[src/rtl/usart_rx_deframer_if.sv]
`default_nettype none
// ============================================================================
// Module   : usart_rx_deframer_if
// Purpose  : Bundles the RX-FIFO pop port and the payload/status stream of
//            the usart RX deframer. The master side is the deframer itself.
// Revision : 1.0 - initial release
// ============================================================================
interface usart_rx_deframer_if;
  logic [7:0] rx_data_out;
  logic       rx_empty;
  logic       rx_read_en;
  logic [7:0] out_data;
  logic       out_valid;
  logic       out_ready;
  logic       out_last;
  logic       frame_done;
  logic       frame_err;
  logic [1:0] err_code;

  modport master (
    input  rx_data_out, rx_empty, out_ready,
    output rx_read_en, out_data, out_valid, out_last,
           frame_done, frame_err, err_code
  );

  modport slave (
    output rx_data_out, rx_empty, out_ready,
    input  rx_read_en, out_data, out_valid, out_last,
           frame_done, frame_err, err_code
  );
endinterface
`default_nettype wire

[src/rtl/usart_rx_deframer.sv]
`default_nettype none
// ============================================================================
// Module   : usart_rx_deframer
// Purpose  : Pops bytes from the usart RX FIFO, hunts for SOF, parses
//            length/payload/checksum and streams payload on valid/ready.
//            Each frame attempt ends with a one-cycle frame_done pulse.
// Options  : DEFRAMER_TIMEOUT_EN - abort a frame after TIMEOUT_CYCLES idle
//            cycles inside the frame (err_code 11).
// Revision : 1.0 - initial release
// ============================================================================
module usart_rx_deframer #(
  parameter logic [7:0] SOF_BYTE       = 8'h7E,
  parameter int         MAX_LEN        = 16,
  parameter int         TIMEOUT_CYCLES = 1024
) (
  input  logic                clk,
  input  logic                rst,
  usart_rx_deframer_if.master bus
);

  typedef enum logic [1:0] {
    ST_HUNT    = 2'd0,
    ST_LEN     = 2'd1,
    ST_PAYLOAD = 2'd2,
    ST_CSUM    = 2'd3
  } state_t;

  localparam logic [1:0] c_ERR_OK   = 2'b00;
  localparam logic [1:0] c_ERR_CSUM = 2'b01;
  localparam logic [1:0] c_ERR_LEN  = 2'b10;
  localparam logic [7:0] c_MAX_LEN  = 8'(MAX_LEN);

  state_t     r_state;
  state_t     w_state_nxt;
  logic       r_rd_pend;
  logic [7:0] r_sum;
  logic [7:0] r_cnt;
  logic [7:0] r_out_data;
  logic       r_out_valid;
  logic       r_out_last;
  logic       r_done;
  logic       r_err;
  logic [1:0] r_code;

  logic       w_land;
  logic       w_out_free;
  logic       w_rd_en;
  logic       w_load;
  logic       w_last;
  logic       w_done;
  logic       w_err;
  logic [1:0] w_code;
  logic [7:0] w_byte;
  logic [7:0] w_sum_nxt;
  logic [7:0] w_cnt_nxt;
  logic [7:0] w_csum;

  // A byte is on rx_data_out exactly one cycle after its pop was issued.
  assign w_land     = r_rd_pend;
  assign w_byte     = bus.rx_data_out;
  assign w_out_free = !r_out_valid || bus.out_ready;
  // Only pop when the output register can take a payload byte next cycle.
  assign w_rd_en    = !rst && !bus.rx_empty && !r_rd_pend && w_out_free;
  assign w_csum     = r_sum + w_byte;

`ifdef DEFRAMER_TIMEOUT_EN
  localparam int c_TO_W = $clog2(TIMEOUT_CYCLES + 1);
  logic [c_TO_W-1:0] r_to_cnt;
  logic              w_to_wait;
  logic              w_to_hit;

  // Waiting inside a frame for a byte, not blocked by downstream.
  assign w_to_wait = (r_state != ST_HUNT) && !w_land && w_out_free;
  assign w_to_hit  = w_to_wait && (r_to_cnt == c_TO_W'(TIMEOUT_CYCLES - 1));

  // Inter-byte idle counter, cleared by every landed byte.
  always_ff @(posedge clk) begin
    if (rst || w_land || (r_state == ST_HUNT) || w_to_hit) begin
      r_to_cnt <= '0;
    end else if (w_to_wait) begin
      r_to_cnt <= r_to_cnt + 1'b1;
    end
  end
`endif

  // Parser state register.
  always_ff @(posedge clk) begin
    if (rst) begin
      r_state <= ST_HUNT;
    end else begin
      r_state <= w_state_nxt;
    end
  end

  // Next-state, field accumulation and status decisions for a landed byte.
  always_comb begin
    w_state_nxt = r_state;
    w_sum_nxt   = r_sum;
    w_cnt_nxt   = r_cnt;
    w_load      = 1'b0;
    w_last      = 1'b0;
    w_done      = 1'b0;
    w_err       = r_err;
    w_code      = r_code;
    case (r_state)
      ST_HUNT: begin
        if (w_land && (w_byte == SOF_BYTE)) begin
          w_state_nxt = ST_LEN;
          w_sum_nxt   = 8'd0;
        end
      end
      ST_LEN: begin
        if (w_land) begin
          w_sum_nxt = w_byte;
          w_cnt_nxt = w_byte;
          if (w_byte > c_MAX_LEN) begin
            w_done      = 1'b1;
            w_err       = 1'b1;
            w_code      = c_ERR_LEN;
            w_state_nxt = ST_HUNT;
          end else if (w_byte == 8'd0) begin
            w_state_nxt = ST_CSUM;
          end else begin
            w_state_nxt = ST_PAYLOAD;
          end
        end
      end
      ST_PAYLOAD: begin
        if (w_land) begin
          w_load    = 1'b1;
          w_sum_nxt = w_csum;
          w_cnt_nxt = r_cnt - 8'd1;
          if (r_cnt == 8'd1) begin
            w_last      = 1'b1;
            w_state_nxt = ST_CSUM;
          end
        end
      end
      ST_CSUM: begin
        if (w_land) begin
          w_done      = 1'b1;
          w_err       = (w_csum != 8'd0);
          w_code      = (w_csum == 8'd0) ? c_ERR_OK : c_ERR_CSUM;
          w_state_nxt = ST_HUNT;
        end
      end
      default: w_state_nxt = ST_HUNT;
    endcase
`ifdef DEFRAMER_TIMEOUT_EN
    if (w_to_hit) begin
      w_done      = 1'b1;
      w_err       = 1'b1;
      w_code      = 2'b11;
      w_state_nxt = ST_HUNT;
    end
`endif
  end

  // Datapath: outstanding-read flag, running sum/count and status outputs.
  always_ff @(posedge clk) begin
    if (rst) begin
      r_rd_pend <= 1'b0;
      r_sum     <= 8'd0;
      r_cnt     <= 8'd0;
      r_done    <= 1'b0;
      r_err     <= 1'b0;
      r_code    <= c_ERR_OK;
    end else begin
      r_rd_pend <= w_rd_en;
      r_sum     <= w_sum_nxt;
      r_cnt     <= w_cnt_nxt;
      r_done    <= w_done;
      r_err     <= w_err;
      r_code    <= w_code;
    end
  end

  // Payload output register: load on a landed payload byte, drop on accept.
  always_ff @(posedge clk) begin
    if (rst) begin
      r_out_data  <= 8'd0;
      r_out_valid <= 1'b0;
      r_out_last  <= 1'b0;
    end else if (w_load) begin
      r_out_data  <= w_byte;
      r_out_valid <= 1'b1;
      r_out_last  <= w_last;
    end else if (r_out_valid && bus.out_ready) begin
      r_out_valid <= 1'b0;
      r_out_last  <= 1'b0;
    end
  end

  assign bus.rx_read_en = w_rd_en;
  assign bus.out_data   = r_out_data;
  assign bus.out_valid  = r_out_valid;
  assign bus.out_last   = r_out_last;
  assign bus.frame_done = r_done;
  assign bus.frame_err  = r_err;
  assign bus.err_code   = r_code;

endmodule
`default_nettype wire

[src/flat_wrapper.sv]
// flat-port wrapper written by rule: the top's interface ports become plain ports
module usart_rx_deframer_flat 
#(
  parameter logic [7:0] SOF_BYTE       = 8'h7E,
  parameter int         MAX_LEN        = 16,
  parameter int         TIMEOUT_CYCLES = 1024
)
  (clk, rst, bus_rx_data_out, bus_rx_empty, bus_out_ready, bus_rx_read_en, bus_out_data, bus_out_valid, bus_out_last, bus_frame_done, bus_frame_err, bus_err_code);
  usart_rx_deframer_if bus_i ();
  input  logic clk;
  input  logic rst;
  input wire logic [$bits(bus_i.rx_data_out)-1:0] bus_rx_data_out;
  input wire logic [$bits(bus_i.rx_empty)-1:0] bus_rx_empty;
  input wire logic [$bits(bus_i.out_ready)-1:0] bus_out_ready;
  output wire logic [$bits(bus_i.rx_read_en)-1:0] bus_rx_read_en;
  output wire logic [$bits(bus_i.out_data)-1:0] bus_out_data;
  output wire logic [$bits(bus_i.out_valid)-1:0] bus_out_valid;
  output wire logic [$bits(bus_i.out_last)-1:0] bus_out_last;
  output wire logic [$bits(bus_i.frame_done)-1:0] bus_frame_done;
  output wire logic [$bits(bus_i.frame_err)-1:0] bus_frame_err;
  output wire logic [$bits(bus_i.err_code)-1:0] bus_err_code;
  assign bus_i.rx_data_out = bus_rx_data_out;
  assign bus_i.rx_empty = bus_rx_empty;
  assign bus_i.out_ready = bus_out_ready;
  assign bus_rx_read_en = bus_i.rx_read_en;
  assign bus_out_data = bus_i.out_data;
  assign bus_out_valid = bus_i.out_valid;
  assign bus_out_last = bus_i.out_last;
  assign bus_frame_done = bus_i.frame_done;
  assign bus_frame_err = bus_i.frame_err;
  assign bus_err_code = bus_i.err_code;
  usart_rx_deframer #(.SOF_BYTE(SOF_BYTE), .MAX_LEN(MAX_LEN), .TIMEOUT_CYCLES(TIMEOUT_CYCLES)) u_core (.clk(clk), .rst(rst), .bus(bus_i));
endmodule
[config.mk]
export PLATFORM = sky130hd
export DESIGN_NAME = usart_rx_deframer_flat
export DESIGN_NICKNAME = d
export VERILOG_FILES = /design/src/rtl/usart_rx_deframer_if.sv /design/src/rtl/usart_rx_deframer.sv /design/src/flat_wrapper.sv
export SDC_FILE = /design/constraint.sdc
export NUM_CORES = 1
export LEC_CHECK = 0
export CORE_AREA = 2 2 86 88
export CTS_CLUSTER_SIZE = 8
export DETAILED_ROUTE_END_ITERATION = 7
export DIE_AREA = 0 0 88 90
export PLACE_DENSITY_LB_ADDON = 0.15
export SLEW_MARGIN = 15
export SYNTH_ARGS = -nofsm -noshare
export SYNTH_HDL_FRONTEND = slang
export SYNTH_SLANG_ARGS = --single-unit
[constraint.sdc]
create_clock -name clk -period 5.9 [get_ports clk]
set_clock_uncertainty 0.1 [all_clocks]
set_input_delay 1.18 -clock clk [delete_from_list [all_inputs] [get_ports clk]]
set_output_delay 1.18 -clock clk [all_outputs]
set_load 0.1 [all_outputs]
# ---- After elaboration in Yosys (flattened, before gate mapping)
# Cells that the tools add are included.
dict set report totals {
  reg_bits 33
  in_bits 12
  output_inout_bits 15
  word_cells 80
}
dict set report op_classes {
  n_addsub 2
  magnitude_cmp 1
  n_eq_ne 11
  n_mux 34
  n_reduce_logical 22
}
# op n
set ops {}
lappend ops {{two-way mux 8 bit} 4}
lappend ops {{one-hot mux 8 bit (3 select lines)} 1}
lappend ops {{two-way mux 2 bit} 9}
lappend ops {{zero test 8 bit} 2}
lappend ops {{one-hot mux 8 bit (2 select lines)} 1}
lappend ops {{two-way mux 1 bit} 15}
lappend ops {{!= test 2 x 1 -> 1 bit, second input constant} 6}
lappend ops {{adder 8 bit} 1}
lappend ops {{== test 8 x 1 -> 1 bit, second input constant} 1}
lappend ops {{== test 8 x 7 -> 1 bit, second input constant} 1}
lappend ops {{> comparator 8 x 5 -> 1 bit, second input constant} 1}
lappend ops {{one-hot mux 2 bit (4 select lines)} 1}
lappend ops {{AND reduction 4 bit} 2}
lappend ops {{nonzero test 8 bit} 1}
lappend ops {{subtractor 8 x 1 -> 8 bit, second input constant} 1}
lappend ops {{nonzero test 2 bit} 3}
lappend ops {{logical AND 1 bit} 5}
lappend ops {{AND reduction 5 bit} 1}
lappend ops {{== test 2 bit, second input constant} 2}
lappend ops {{zero test 1 bit} 4}
lappend ops {{one-hot mux 1 bit (2 select lines)} 2}
lappend ops {{one-hot mux 2 bit (2 select lines)} 1}
lappend ops {{AND reduction 3 bit} 1}
lappend ops {{nonzero test 3 bit} 1}
lappend ops {{other kinds (3)} 3}

# ---- Logic depth before layout (Yosys ltp)
dict set report depth {
  ltp_word 5
  mapped_depth 9
  mapped_depth_nobuf 7
}

# ---- Worst setup path before layout
# Ideal clock, no wire load.
dict set report synth_path {
  path_kind {input to output}
  startpoint {input rst}
  endpoint {output bus_rx_read_en}
  arrival_time_ns 4.248
  required_ns 4.620
  slack_ns 0.372
  path_stages 2
  n_path_buf 1
  path_cell_list {clkbuf_1 -> nor4_1}
}
dict set report synth_between {
  elab_chain_cells 4
}
# item line_no
set synth_lines {}
lappend synth_lines {{from (decl)} flat_wrapper.sv:11} ;# input logic rst;
lappend synth_lines {{zero test 1 bit} usart_rx_deframer.sv:63} ;# assign w_rd_en = !rst && !bus.rx_empty && !r_rd_pend && w_out_free;
lappend synth_lines {{logical AND 1 bit (3 in a row)} usart_rx_deframer.sv:63}
lappend synth_lines {{to (decl)} flat_wrapper.sv:15} ;# output wire logic [$bits(bus_i.rx_read_en)-1:0] bus_rx_read_en;
# Every way passes these cells.

# ---- Worst setup path after layout
# Same ends and word-level chain as after synthesis.

==> reports/results.env <==
NET-SWITCHING-POWER_W=0.000121
SEQPWRFRAC_PCT=49.6
TIMING.SETUP.CRITICAL_PATH_CLASS='in2out'
CTS.HOLD.BUFFERS_ADDED=0
FF_LATCH_AREA_UM2=661
SYNTH-MAIN-FF-CELL='dfxtp_1'
TIMING.CRITICAL_PATH.FANOUT_MAX=28
SYNTH_SEQUENTIAL_AREA_RATIO_PCT=32.5
CTSHTREEMAXLEVEL=2
SHARE_OF_CELLS_ABOVE_DRIVE_STRENGTH_1_PCT=5.49
GRT_MAX_DEGREE=29
TRACK_USAGE_PCT=14.9
CRITICAL_PATH.CELL_CHAIN='clkdlybuf4s50_1 -> buf_4 -> nor4_1 -> buf_4'
MAX_STAGE_DELAY_NS=0.40
RUN_STATUS='finished, final reports clean'
WORSTHOLDPATHTYPE='reg2reg'
PLACEMENT_ROWS=31
POST_DP_HPWL_UM=4030
TRITONCTS.NUM_BUFFERS=5
CLK_LATENCY_NS=0.28
TIMING_HOLD_VIOLATIONS_FINAL=0
SYN-NUM-NETS=277
ROUTED-VIA-COUNT=1905
SHARE_CLK_OF_TOTAL_POWER_PCT=38.2
VIA_CELL_RATIO=5.12
POST_SYNTH_MOST_FREQUENT_CELLS='38 x nand2_1, 33 x dfxtp_1, 30 x a21oi_1, 15 x nand3_1, 14 x ha_1'
BUFFER_PORTS.INSERTED=26
VIOLATION_COUNT_AFTER_THE_FIRST_DETAILED_ROUTE_ITERATION=82
SYN_AVG_CELL_AREA_UM2=8.13
HOLD_END='u_core.bus.out_data[6]$_SDFFE_PP0P_'
CRITPATHCAPTURETYPE='primary output'
SLEW_HEADROOM_PCT=34.6
DIE_W_UM=88
REMAINING_DRC_ERRORS=0
CLOCKBUFFERDEPTH=2
NETLIST.TOP_CELL.BY_AREA='dfxtp_1'
ANTENNADIODECOUNT=0
GRT_SETUP_UNREPAIRED='no'
CRIT_PATH_REQUIRED_TIME_NS=4.62
DRV_SLEW=0
COMB_POWER_SHARE_PCT=12.2
MULTIINPUTGATEAREA_UM2=1290
SYNTH_ENABLE_FLOP_CELLS=0
YOSYS.CELL_TYPES.COUNT=48
WORST_PATH_MOST_REPEATED_CELL='buf_4'
POST_CTS_RESIZED=0
WORST-R2R-CELL-COUNT=5
WORST-SLEW-PIN-TRANSITION_NS=0.977
ROUTE.FINAL.WIRE_LENGTH_UM=5580
SYNTHCELLS=250
AREA_GROWTH_FROM_SYNTHESIS_TO_LAYOUT_PCT=21.0
CAP_VIOL_MAX_COUNT=0
HP-START='u_core.bus.out_data[6]$_SDFFE_PP0P_'
CELLINTERNALPOWER_W=0.000337
FIN_SETUP_TNS_NS=0
GLOBALROUTE.TOTALOVERFLOW=0
ARRIVAL_NS=2.41
CRIT_PATH_TOP_DELAY_CELL='clkdlybuf4s50_1'
ROUTE.ANTENNA.REMAINING_NETS=0
R2R_END='u_core.bus.out_last$_SDFFE_PP0P_'
DRT_PASS1_ITERATIONS=4
FINAL_CRITICAL_PATH_SETUP_SLACK_NS=2.21
ACHIEVABLE-FREQUENCY_MHz=271
IOS=27
DIE_HEIGHT_UM=90
PLACE_WORST_SETUP_SLACK_NS=2.06
CRITICAL_PATH_LAUNCH_POINT_TYPE='primary input'
PLACE_CONGESTION=0.785
GRT_PASS1_WL_UM=9320
MAPPEDNETLISTAREA_UM2=2030
TRITONCTS='built'
FINALCRITPERIODSHARE_PCT=62.6
ROUTED_WIRE_LENGTH_PER_INSTANCE_UM=15.0
ASYNC_SET_OR_RESET_REGISTER_RATIO_AFTER_SYNTHESIS_PCT=0
IRDROPWORSTVDD_mV=0.0627
SYNTH_MOST_COMMON_CELL='nand2_1'
POWER_W=0.000459
WORST_HOLD_PATH.NUM_CELLS=2
SYNTH_SEQ_CELLS=33
SYNTHESIS.YOSYS.WARNINGS=0
SYNTH.TOP_CELLS.BY_AREA='dfxtp_1 32%, ha_1 8.6%, a21oi_1 7.4%'
NUMBER_OF_ANTENNA_VIOLATIONS_AT_THE_FIRST_CHECK_IN_GLOBAL_ROUTING=0
POSTCTSSETUPREPAIRBUFS=0
PATH_CLK_SLEW_NS=0.07
R2R_SETUP_SLACK_NS=3.30
SWITCHING_SHARE_PCT=26.4
SETUP_VIOL_COUNT_FINAL=0
CORE_UM2=7020
CTSROOTBUFFERMASTER='clkbuf_8'
REGTOREGSTARTPOINT='u_core.r_state[0]$_SDFFE_PP0P_'
LAYOUT_UTILIZATION_PCT=35.1
START_UTIL_PCT=29.0
HOLD_WORST_SLACK_NS=0.359
VIAS_IN_THE_FIRST_GLOBAL_ROUTE=1836
TIMING.FINAL.CRIT_PERIOD_NS=3.69
FIN_NETS=300
FILLERINSTANCES=750
DIE_AREA_UM2=7920
SYNTH_TOP_CELL_AREA_SHARE_PCT=32.5
TOTAL_LEAKAGE_POWER_nW=0.894
POWER_DENSITY_nW_PER_UM2=186
CLOCK_SINK_COUNT=33
[flip-flops by register name (all words and copies together) (netlist names), named ones only]
| register | flops |
|---|---|
| u_core.bus.out_last | 1 |
| u_core.bus.out_valid | 1 |
| u_core.r_state | 1 |
| u_core.r_rd_pend | 1 |
| u_core.bus.err_code | 2 |
| u_core.bus.out_data | 8 |
| u_core.r_cnt | 8 |
| u_core.r_sum | 8 |
| u_core.bus.frame_done | 1 |
| u_core.bus.frame_err | 1 |
[stage by stage]
stage          cell area [um^2]  std cells
2_1_floorplan              2030        250
3_3_place_gp               2370        365
3_5_place_dp               2370        365
5_1_grt                    2460        372
4_1_cts                    2460        372
6_report                   2460        372
[metal layers]
layer	track usage, %	share of wire, %	wire length (um)
met4	4.36	1.1	59
met2	23.7	48	2670
met1	19.7	48	2690
met3	3.67	2.9	161
met5	0	0	0
[power groups by stage]
stage	clock [W]	sequential (W)	combinational (W)
floorplan	0	0.000232	0.0000344
global placement	0	0.000233	0.0000571
detailed placement	0	0.000233	0.0000564
CTS	0.000184	0.000227	0.0000566
global route	0.000193	0.000228	0.0000615
finish	0.000175	0.000228	0.0000559
[area by class of cell]
class                      count  share of cell area (%)
clock buffer                   7                    3.51
inverter                       9                    1.37
multi-input combinational    197                    52.5
sequential                    33                    26.8
tap                           99                    5.03
timing repair buffer          27                    10.8
[worst max-delay path, delay by kind of cell]
| family | cells | cell delay (ns) |
|---|---|---|
| buffers and inverters | 3 | 0.97 |
| AND/OR/NAND/NOR | 1 | 0.26 |
[layout by cell type (no fill, tap or decap), drive strengths merged, types with 4 or more instances in the layout]
master / netlist / layout
a21oi: 30 / 30
a31oi: 4 / 4
and2: 4 / 4
clkbuf: 8 / 7
clkdlybuf4s50: 0 / 25
dfxtp: 33 / 33
ha: 14 / 14
inv: 9 / 9
mux2i: 4 / 4
nand2: 38 / 38
nand3: 15 / 15
nor2: 11 / 11
nor3: 8 / 8
o21ai: 5 / 5
o221ai: 8 / 8
o31ai: 5 / 5
[cell families (layout without fill, tap and decap cells)]
| group | Yosys count | count (layout) | share of synthesized area [%] |
|---|---|---|---|
| AO/OA/AOI/OAI | 73 | 73 | 25.1 |
| XOR/XNOR | 2 | 2 | 0.862 |
| adder cells (fa/ha/maj) | 15 | 15 | 9.60 |
| buffers and inverters | 20 | 43 | 4.00 |
| flip-flops | 33 | 33 | 32.5 |
| multiplexers | 4 | 4 | 1.97 |
| AND/OR/NAND/NOR | 103 | 103 | 26.0 |
[worst max-delay path by stage]
| stage | start | end | slack (ns) | cells after the start |
|---|---|---|---|---|
| after floorplan | rst | bus_rx_read_en | 0.37 | 2 |
| after global placement | bus_rx_data_out[0] | u_core.r_sum[6]$_SDFFE_PP0P_ | 2.10 | 8 |
| after detailed placement | bus_rx_data_out[0] | u_core.r_sum[6]$_SDFFE_PP0P_ | 2.06 | 8 |
| after CTS | rst | bus_rx_read_en | 2.18 | 4 |
| after global routing | rst | bus_rx_read_en | 2.11 | 4 |
| final | rst | bus_rx_read_en | 2.21 | 4 |
Note: power is estimated with default switching activity, not from simulation.
